==> config.mk <==
export PLATFORM = sky130hd
export DESIGN_NAME = multicycle_ctrl
export DESIGN_NICKNAME = d
export VERILOG_FILES = /design/src/rtl/multicycle_ctrl.sv
export SDC_FILE = /design/constraint.sdc
export NUM_CORES = 1
export LEC_CHECK = 0
export CAP_MARGIN = 5
export CORE_UTILIZATION = 46
export CTS_BUF_LIST = sky130_fd_sc_hd__clkbuf_8
export CTS_CLUSTER_DIAMETER = 100
export DETAILED_ROUTE_END_ITERATION = 10
export GPL_TIMING_DRIVEN = 0
export HOLD_SLACK_MARGIN = 0.05
export PLACE_DENSITY = 0.89
export SLEW_MARGIN = 20
export SYNTH_ARGS = -nofsm -noshare
export SYNTH_HDL_FRONTEND = slang
export SYNTH_SLANG_ARGS = --single-unit
==> constraint.sdc <==
create_clock -name Clock -period 2.35 [get_ports Clock]
set_clock_uncertainty 0.2 [all_clocks]
set_input_delay 0.3525 -clock Clock [delete_from_list [all_inputs] [get_ports Clock]]
set_output_delay 0.3525 -clock Clock [all_outputs]
set_load 0.01 [all_outputs]
==> src/rtl/multicycle_ctrl.sv <==
// Multicycle datapath control FSM: FETCH/DECODE/EXEC/MEM/WB sequencing,
// memory-ready handshake and a wrapping retired-instruction counter.
module multicycle_ctrl #(
  parameter int          W       = 16,
  parameter logic [2:0]  ALU_ADD = 3'b000,
  parameter logic [2:0]  ALU_SUB = 3'b001
) (
  input  logic         Clock,
  input  logic         Reset,
  input  logic [3:0]   Opcode,
  input  logic         Zero,
  input  logic         MemReady,
  output logic         PCWrite,
  output logic [1:0]   PCSrc,
  output logic         IRWrite,
  output logic         IorD,
  output logic         MemRead,
  output logic         MemWrite,
  output logic         RegWrite,
  output logic         RegDst,
  output logic         MemToReg,
  output logic         ALUSrcA,
  output logic [1:0]   ALUSrcB,
  output logic [2:0]   ALUOp,
  output logic [2:0]   State,
  output logic         Halted,
  output logic         IllegalOp,
  output logic [W-1:0] RetiredCount
);

  typedef enum logic [2:0] {
    FETCH  = 3'd0,
    DECODE = 3'd1,
    EXEC   = 3'd2,
    MEM    = 3'd3,
    WB     = 3'd4,
    HALT   = 3'd5
  } state_e;

  state_e       state_q, state_d;
  logic [W-1:0] cnt_q, cnt_d;
  logic         retire;

  logic is_r, is_addi, is_ld, is_st;
  logic is_beq, is_jmp, is_ill;

  assign is_r    = ~Opcode[3];
  assign is_ld   = (Opcode == 4'b1000);
  assign is_st   = (Opcode == 4'b1001);
  assign is_beq  = (Opcode == 4'b1010);
  assign is_jmp  = (Opcode == 4'b1011);
  assign is_addi = (Opcode == 4'b1100);
  // 1111 never reaches EXEC; grouping it here keeps the decode complete
  assign is_ill  = (Opcode[3:2] == 2'b11) & ~is_addi;

  always_comb begin
    state_d = state_q;
    retire  = 1'b0;
    case (state_q)
      FETCH:  if (MemReady) state_d = DECODE;
      DECODE: state_d = (Opcode == 4'hF) ? HALT : EXEC;
      EXEC: begin
        if (is_r | is_addi) begin
          state_d = WB;
        end else if (is_ld | is_st) begin
          state_d = MEM;
        end else begin
          state_d = FETCH;
          retire  = 1'b1;
        end
      end
      MEM: begin
        if (MemReady) begin
          if (is_ld) begin
            state_d = WB;
          end else begin
            state_d = FETCH;
            retire  = 1'b1;
          end
        end
      end
      WB: begin
        state_d = FETCH;
        retire  = 1'b1;
      end
      HALT:    state_d = HALT;
      default: state_d = FETCH;
    endcase
  end

  assign cnt_d = retire ? cnt_q + W'(1) : cnt_q;

  always_ff @(posedge Clock or negedge Reset) begin
    if (!Reset) begin
      state_q <= FETCH;
      cnt_q   <= '0;
    end else begin
      state_q <= state_d;
      cnt_q   <= cnt_d;
    end
  end

  always_comb begin
    PCWrite   = 1'b0;
    PCSrc     = 2'b00;
    IRWrite   = 1'b0;
    IorD      = 1'b0;
    MemRead   = 1'b0;
    MemWrite  = 1'b0;
    RegWrite  = 1'b0;
    RegDst    = 1'b0;
    MemToReg  = 1'b0;
    ALUSrcA   = 1'b0;
    ALUSrcB   = 2'b00;
    ALUOp     = ALU_ADD;
    Halted    = 1'b0;
    IllegalOp = 1'b0;
    if (Reset) begin
      case (state_q)
        FETCH: begin
          MemRead = 1'b1;
          ALUSrcB = 2'b01;
          IRWrite = MemReady;
          PCWrite = MemReady;
        end
        DECODE: ALUSrcB = 2'b10;
        EXEC: begin
          unique case (1'b1)
            is_r: begin
              ALUSrcA = 1'b1;
              ALUOp   = Opcode[2:0];
            end
            is_addi, is_ld, is_st: begin
              ALUSrcA = 1'b1;
              ALUSrcB = 2'b10;
            end
            is_beq: begin
              ALUSrcA = 1'b1;
              ALUOp   = ALU_SUB;
              PCSrc   = 2'b01;
              PCWrite = Zero;
            end
            is_jmp: begin
              PCSrc   = 2'b10;
              PCWrite = 1'b1;
            end
            is_ill: IllegalOp = 1'b1;
          endcase
        end
        MEM: begin
          IorD     = 1'b1;
          MemRead  = is_ld;
          MemWrite = is_st;
        end
        WB: begin
          RegWrite = 1'b1;
          RegDst   = is_r;
          MemToReg = is_ld;
        end
        HALT:    Halted = 1'b1;
        default: ;
      endcase
    end
  end

  assign State        = state_q;
  assign RetiredCount = cnt_q;

endmodule

**Word-level counts from Yosys, hierarchy flattened**

Cells that the tools add are included.

- Add/sub/neg operators: 1
- Eq/ne operators: 14
- Multiplexer cells: 46
- Bitwise operators: 5
- Reduce and logical (&&, ||, !) cells: 4

Operator list:

| operator | number |
|---|---|
| 1-bit 2-to-1 mux | 26 |
| 4-bit equality test, second input constant | 6 |
| 3-bit 2-to-1 mux | 7 |
| 16-bit by 1-bit adder with 16-bit output, second input constant | 1 |
| 3-bit case mux with 5 select lines | 1 |
| 2-bit 2-to-1 mux | 5 |
| 3-bit by 2-bit equality test with 1-bit output, second input constant | 2 |
| 3-bit equality test, second input constant | 2 |
| 1-bit case mux with 2 select lines | 3 |
| 2-bit case mux with 3 select lines | 1 |
| 3-bit case mux with 2 select lines | 1 |
| 5-bit OR reduction | 1 |
| 2-bit inequality test, second input constant | 2 |
| 2-bit case mux with 2 select lines | 1 |
| 3-bit by 1-bit equality test with 1-bit output, second input constant | 1 |
| 3-bit logical NOT | 1 |
| 1-bit case mux with 3 select lines | 1 |
| 3-bit OR reduction | 1 |
| 2-bit equality test, second input constant | 1 |
| 1-bit inverter | 2 |
| 1-bit OR | 2 |
| 2-bit AND reduction | 1 |
| 1-bit AND | 1 |

- Register bits: 19
- Input bits: 8
- Output and inout port bits: 37
- Word-level logic and storage cells: 72

**Depth between registers and ports, before layout**

Gate-level depths: netlist of the first run.

- Depth in word-level cells: 6
- Gate-level depth with buffers: 7
- Depth with buffers taken out: 4

**Least setup slack after synthesis of the first run**

OpenSTA, ideal clock, no wires.

- Path type: input-to-reg
- From: input port Opcode[2]
- To: register cnt_q[1], in the netlist RetiredCount[1]
- Setup time: 125 ps
- Arrival: 1684 ps
- Data required time: 2025 ps
- Setup slack: 342 ps
- Cell stages on the path: 5
- Buffers on the path: 1
- Cells stage by stage: clkbuf_1 -> or4b_4 -> o2bb2ai_2 -> nor2_1 -> mux2_2

- Cells in the longest elaborated chain, start to end: 5
- Elaborated cells between the ends (all ways): 10
- Classes of those cells: eq/ne (3); mux (5); bitwise (2)

RTL lines:

| what | RTL line | source |
|---|---|---|
| start, declared | 10 | `input logic [3:0] Opcode,` |
| 4-bit equality test, on equally long branches | 48, 49 |  |
| 1-bit OR | 65 | `end else if (is_ld \| is_st) begin` |
| 1-bit 2-to-1 mux | 65 |  |
| 1-bit 2-to-1 mux | 63 | `if (is_r \| is_addi) begin` |
| 1-bit case mux with 3 select lines (*) | 59 | `case (state_q)` |
| end signal, assigned | 99 | `cnt_q <= cnt_d;` |
| end, declared | 41 | `logic [W-1:0] cnt_q, cnt_d;` |

Every way passes the cells marked *; elsewhere a longest branch is shown, timed or not.
A chain may end at the register's enable or synchronous reset.

**Final worst setup path of the first run**

- From: input port Opcode[1]
- To: output port MemToReg

- Cells in the longest elaborated chain, start to end: 3

RTL lines:

| what | RTL line | source |
|---|---|---|
| 4-bit equality test | 48 | `assign is_ld = (Opcode == 4'b1000);` |
| 1-bit 2-to-1 mux | 119 | `case (state_q)` |
| 1-bit 2-to-1 mux | 118 | `if (Reset) begin` |
| end, declared | 21 | `output logic MemToReg,` |

No other way between the ends.

==> results of run 1 <==
[power by group through the flow]
stage               registers, mW  logic (mW)  clock network, mW
floorplan                   0.496       0.401                  0
global placement            0.474       0.719                  0
detailed placement          0.479       0.738                  0
CTS                         0.506       0.731              0.224
global route                0.530       0.818              0.237
finish                      0.519       0.765              0.225
[path summary, 6_finish.rpt]
kind	slack [ns]	start	end	depth (start not counted)
min in group asynchronous	0.59	Reset	RetiredCount[3]	2
min reg2reg	0.28	RetiredCount[15]	RetiredCount[15]	1
min	0.28	RetiredCount[15]	RetiredCount[15]	1
max reg2reg	0.38	State[1]	RetiredCount[14]	6
max in group asynchronous	0.76	Reset	State[2]	2
max	0.04	Opcode[1]	MemToReg	4
[registers in the layout (all words and copies together) (netlist names)]
signal        count
RetiredCount     16
State             3
[cell type report]
cell class | instances | area [sq um] | area share (%)
plain buffers | 9 | 65.06 | 3.567
clock buffers | 3 | 41.29 | 2.263
clock inverters | 1 | 3.754 | 0.2058
inverters | 4 | 15.01 | 0.8230
multi-input cells | 97 | 759.5 | 41.63
flip-flops and latches | 19 | 478.0 | 26.20
well taps | 30 | 37.54 | 2.058
repair buffers | 45 | 424.2 | 23.25
[placed cells by master (no fill, tap or decap), types with 3 or more instances in the layout]
cell type,instances
clkdlybuf4s50_1,28
dfrtp_1,17
xnor2_1,15
dlygate4sd2_1,11
nor2_1,9
and4_1,8
inv_1,5
and3_1,5
o21ai_1,5
buf_6,4
clkbuf_1,4
o2111ai_1,4
nor3b_1,3
o21ai_0,3
o211ai_2,3
clkbuf_8,3
buf_4,3
[layer usage]
| metal | vias up | GRT usage, % |
|---|---|---|
| met5 | - | 0 |
| li1 | 584 | - |
| met1 | 618 | 34.70 |
| met3 | 6 | 6.111 |
| met4 | 0 | 8.974 |
| met2 | 47 | 38.35 |
[critical path: stages]
cell and delay [ns]:
clkdlybuf4s50_1 0.46, or4b_4 0.57, nor2_1 0.11, dlygate4sd2_1 0.27
[cell families after synthesis]
group                    synth area share, %
adder cells (fa/ha/maj)                1.770
XOR/XNOR                               10.32
AND/OR/NAND/NOR                        23.21
buffers and inverters                  5.702
AO/OA/AOI/OAI                          19.86
flip-flops                             37.37
multiplexers                           1.770
[metrics by stage]
step,hold slack (ns),cells
after floorplan,-0.1431,131
after global placement,0.2637,203
after detailed placement,0.2691,203
after CTS,0.2787,208
after global routing,0.2897,208
final,0.2795,208
[timing repair]
action,in CTS,in global routing
setup buffers,2,0
hold buffers,1,0
hold endpoints to repair,19,0
setup endpoints to repair,18,6
resized for setup,32,10
==> results_dict.tcl, run 1 <==
set metrics [dict create \
    status "finished clean" \
    synth_warnings 0 \
    cts.sinks 19 \
    io_buffers 42 \
    io_pins 45 \
    ys_seq_area_share_pct 37.36 \
    power_density_nw_per_um2 826.6 \
    grt_max_degree 20 \
    die_h_um 54.60 \
    ys_types 39 \
    path_class "in2out" \
    p_switching_mw 0.6115 \
    ant_nets 0 \
    setup_ws_ns 0.03670 \
    insertedDiodeCount 0 \
    wl_met2_um 1775 \
    path_max_fanout 3 \
    grt_overflow 0 \
    h-tree-depth 1 \
    setup_viol 0 \
    p_int_mw 0.8965 \
    track_usage_pct 25.33 \
    wl_met3_um 181 \
    synth-seq-cells 19 \
    gp_congestion 0.9136 \
    grt_pass1_wl_um 5409 \
    dr.pass1.iters 4 \
    syn_nets 140 \
    place_area_sq_um 1730 \
    cts_tree "built" \
    p_clk_share_pct 14.9 \
    cts_root_buffer "clkbuf_8" \
    synth_cells 131 \
    cp-end-kind "primary output" \
    hpwl_um 2441 \
    cp.required_ns 1.80 \
    via_per_inst 6.034 \
    fin_crit_ns 2.313 \
    fin_nets 188 \
    num_rows 18 \
    avgRoutedWirePerCell_um 17.37 \
    synth_common_cells "19 x dfrtp_1, 15 x xnor2_1, 11 x nor2_1" \
    pre_cts_ws_ns -1.048 \
    yosys-top-cells-area "dfrtp_1 37%, xnor2_1 10%, and4_1 5.5%" \
    cts_buffer_depth 2 \
    fin_util_pct 71.68 \
    stdcell_area_sq_um 1824 \
    yosys.area.top_type "dfrtp_1" \
    synth_edf_count 0 \
    pwr-share-comb_pct 50.7 \
    synth_most_common_cell "dfrtp_1" \
    numCtsBuffers 3 \
    vias 1255 \
    fin_tns_setup_ns 0 \
    syn_area_sq_um 1272 \
    p_sw_share_pct 40.55 \
    drc 0 \
    tightest_slew_ns 0.8618 \
    synth.top_cell.area_share_pct 37.36 \
    slew_viol_final 0 \
    p_leak_nw 0.7951 \
    clock_latency_ns 0.26 \
    syn2layout_area_growth_pct 43.36 \
    period_share_pct 98.44 \
    crit_arrival_ns 1.76 \
    drive_gt1_share_pct 17.98 \
    avgSynthCellArea_sq_um 9.714 \
    max_slew_margin_pct 42.36 \
    wl_um 3613 \
    coreArea_sq_um 2545 \
    maxCapViolations 0 \
    die-area_sq_um 2981 \
    first_iter_violations 26 \
    dieWidth_um 54.60 \
    p_seq_share_pct 34.4 \
    initial_core_util_pct 50.00 \
    ir_drop_uv 641.6 \
    synth-async-reset-ratio_pct 100.0 \
    synth_ff_type "dfrtp_1" \
    fmax_mhz 432.3 \
    wl_met1_um 1616 \
    hold_violations 0 \
    critPathLaunchType "input pin" \
    nFillCells 191 \
    topRoutingLayerUsed "met4" \
    power_mw 1.508 \
    antenna_found_initial 0 \
    clk_pin_slew_ns 0.07 \
    hold_class "reg2reg" \
    grt_pass1_vias 1139 \
]
Note: power is estimated with default switching activity, not from simulation.
==> run 2: changes to the inputs <==
Clock period 2.35 ns to 2.5 ns, I/O delays scaled along.
==> results_dict.tcl, run 2 (same netlist as run 1, synthesis figures left out) <==
set metrics [dict create \
    status "finished clean" \
    cts.sinks 19 \
    dr.pass1.iters 4 \
    cts_buffer_depth 2 \
    p_leak_nw 0.8508 \
    fmax_mhz 419.7 \
    cts_tree "built" \
    num_rows 18 \
    rsz0062_at_grt "no" \
    ir_drop_uv 687.7 \
    clk_pin_slew_ns 0.07 \
    nFillCells 197 \
    syn2layout_area_growth_pct 42.48 \
    slowest_stage "clkdlybuf4s50_1" \
    numCtsBuffers 3 \
    grt_overflow 0 \
    clock_latency_ns 0.26 \
    drive_gt1_share_pct 15.91 \
    insertedDiodeCount 0 \
    critPathLaunchType "flop" \
    avgRoutedWirePerCell_um 16.49 \
    dieWidth_um 54.60 \
    path_max_fanout 10 \
    tightest_slew_ns 0.8679 \
    setup_viol 0 \
    cts_root_buffer "clkbuf_8" \
    die-area_sq_um 2981 \
    largest_reg_flops 16 \
    fin_crit_ns 2.383 \
    path_class "reg2out" \
    cp.required_ns 1.92 \
    cp_cell_sequence "buf_4 > nor2_1 > nand3_1 > nor2_1 > clkdlybuf4s50_1" \
    first_iter_violations 49 \
    grt_max_degree 20 \
    slew_viol_final 0 \
    cp-end-kind "primary output" \
    crit_top_cell "nor2_1" \
    hold_violations 0 \
    maxCapViolations 0 \
    hpwl_um 2441 \
    track_usage_pct 24.07 \
    drc 0 \
    gp_congestion 0.9136 \
    grt_pass1_vias 1082 \
    multiInputGateArea_sq_um 745.7 \
    critPathMaxStageDelay_ns 0.54 \
    ant_nets 0 \
    grt_pass1_wl_um 5154 \
    fin_util_pct 71.24 \
    antenna_found_initial 0 \
    max_slew_margin_pct 41.95 \
    vias 1222 \
    coreArea_sq_um 2545 \
    io_pins 45 \
    fin_tns_setup_ns 0 \
    die_h_um 54.60 \
    via_per_inst 5.932 \
    wl_um 3396 \
    crit_arrival_ns 1.81 \
    initial_core_util_pct 50.00 \
    io_buffers 42 \
    hold_class "reg2reg" \
    period_share_pct 95.30 \
    fin_nets 186 \
    final_cell_mix "29 x clkdlybuf4s50_1, 16 x dfrtp_1, 15 x xnor2_1, 10 x nor2_1, 8 x and4_1" \
    power_density_nw_per_um2 751.9 \
    register_area_sq_um 479.2 \
    h-tree-depth 1 \
    final_common_cell "clkdlybuf4s50_1" \
]
run 2: power by group:
| part | internal, mW | total [mW] | leakage, nW | switching, mW |
|---|---|---|---|---|
| Combinational | 0.335 | 0.667 | 0.574 | 0.331 |
| Sequential | 0.374 | 0.486 | 0.250 | 0.112 |
| Clock | 0.109 | 0.210 | 0.0269 | 0.101 |
| Total | 0.819 | 1.36 | 0.851 | 0.544 |
run 2: layer usage:
metal / global-route usage, % / vias to the layer above / share of wire [%]
met5: 0 / - / 0
met4: 5.556 / 0 / 0
met3: 5.278 / 0 / 4.2
met2: 36.75 / 37 / 50
met1: 34.25 / 605 / 45
li1: - / 580 / -
run 2: worst paths after layout:
kind                       depth (start not counted)  slack [ns]        startpoint                to
setup reg to reg                                   7        0.43          State[1]  RetiredCount[14]
hold reg to reg                                    1        0.28  RetiredCount[15]  RetiredCount[15]
min in group asynchronous                          2        0.62             Reset   RetiredCount[3]
max in group asynchronous                          2        0.88             Reset          State[0]
hold / removal                                     1        0.28  RetiredCount[15]  RetiredCount[15]
setup / recovery                                   5        0.12          State[1]            RegDst
run 2: worst max-delay path, delay by kind of cell, from the launching register on:
family,cells,cell delay [ns]
simple gates,3,0.42
buf+inv,2,0.71
flops,1,0.42
run 2: area by class of cell:
cell class / count / area share [%]
repair buffers: 44 / 24.22
well taps: 30 / 2.070
flip-flops and latches: 19 / 26.43
inverters: 4 / 0.8282
clock buffers: 3 / 2.277
plain buffers: 8 / 2.830
clock inverters: 1 / 0.2070
multi-input cells: 97 / 41.13
run 2: through the flow:
step | hold slack (ns) | area (sq um) | std cells | worst slack [ns] | power (mW)
2_1_floorplan | -0.1206 | 1272 | 131 | 0.4690 | 0.8426
3_3_place_gp | 0.2637 | 1730 | 203 | -0.9080 | 1.121
3_5_place_dp | 0.2691 | 1730 | 203 | -0.9426 | 1.144
4_1_cts | 0.2787 | 1794 | 206 | 0.008671 | 1.350
5_1_grt | 0.2897 | 1813 | 206 | 0.03297 | 1.444
6_report | 0.2820 | 1813 | 206 | 0.1175 | 1.363
run 2: repair_timing:
action / in CTS / in global routing
pin swaps: 0 / 0
hold buffers: 1 / 0
setup buffers: 1 / 0
gates resized for setup: 23 / 9
hold endpoints to repair: 19 / 0
setup endpoints to repair: 18 / 7
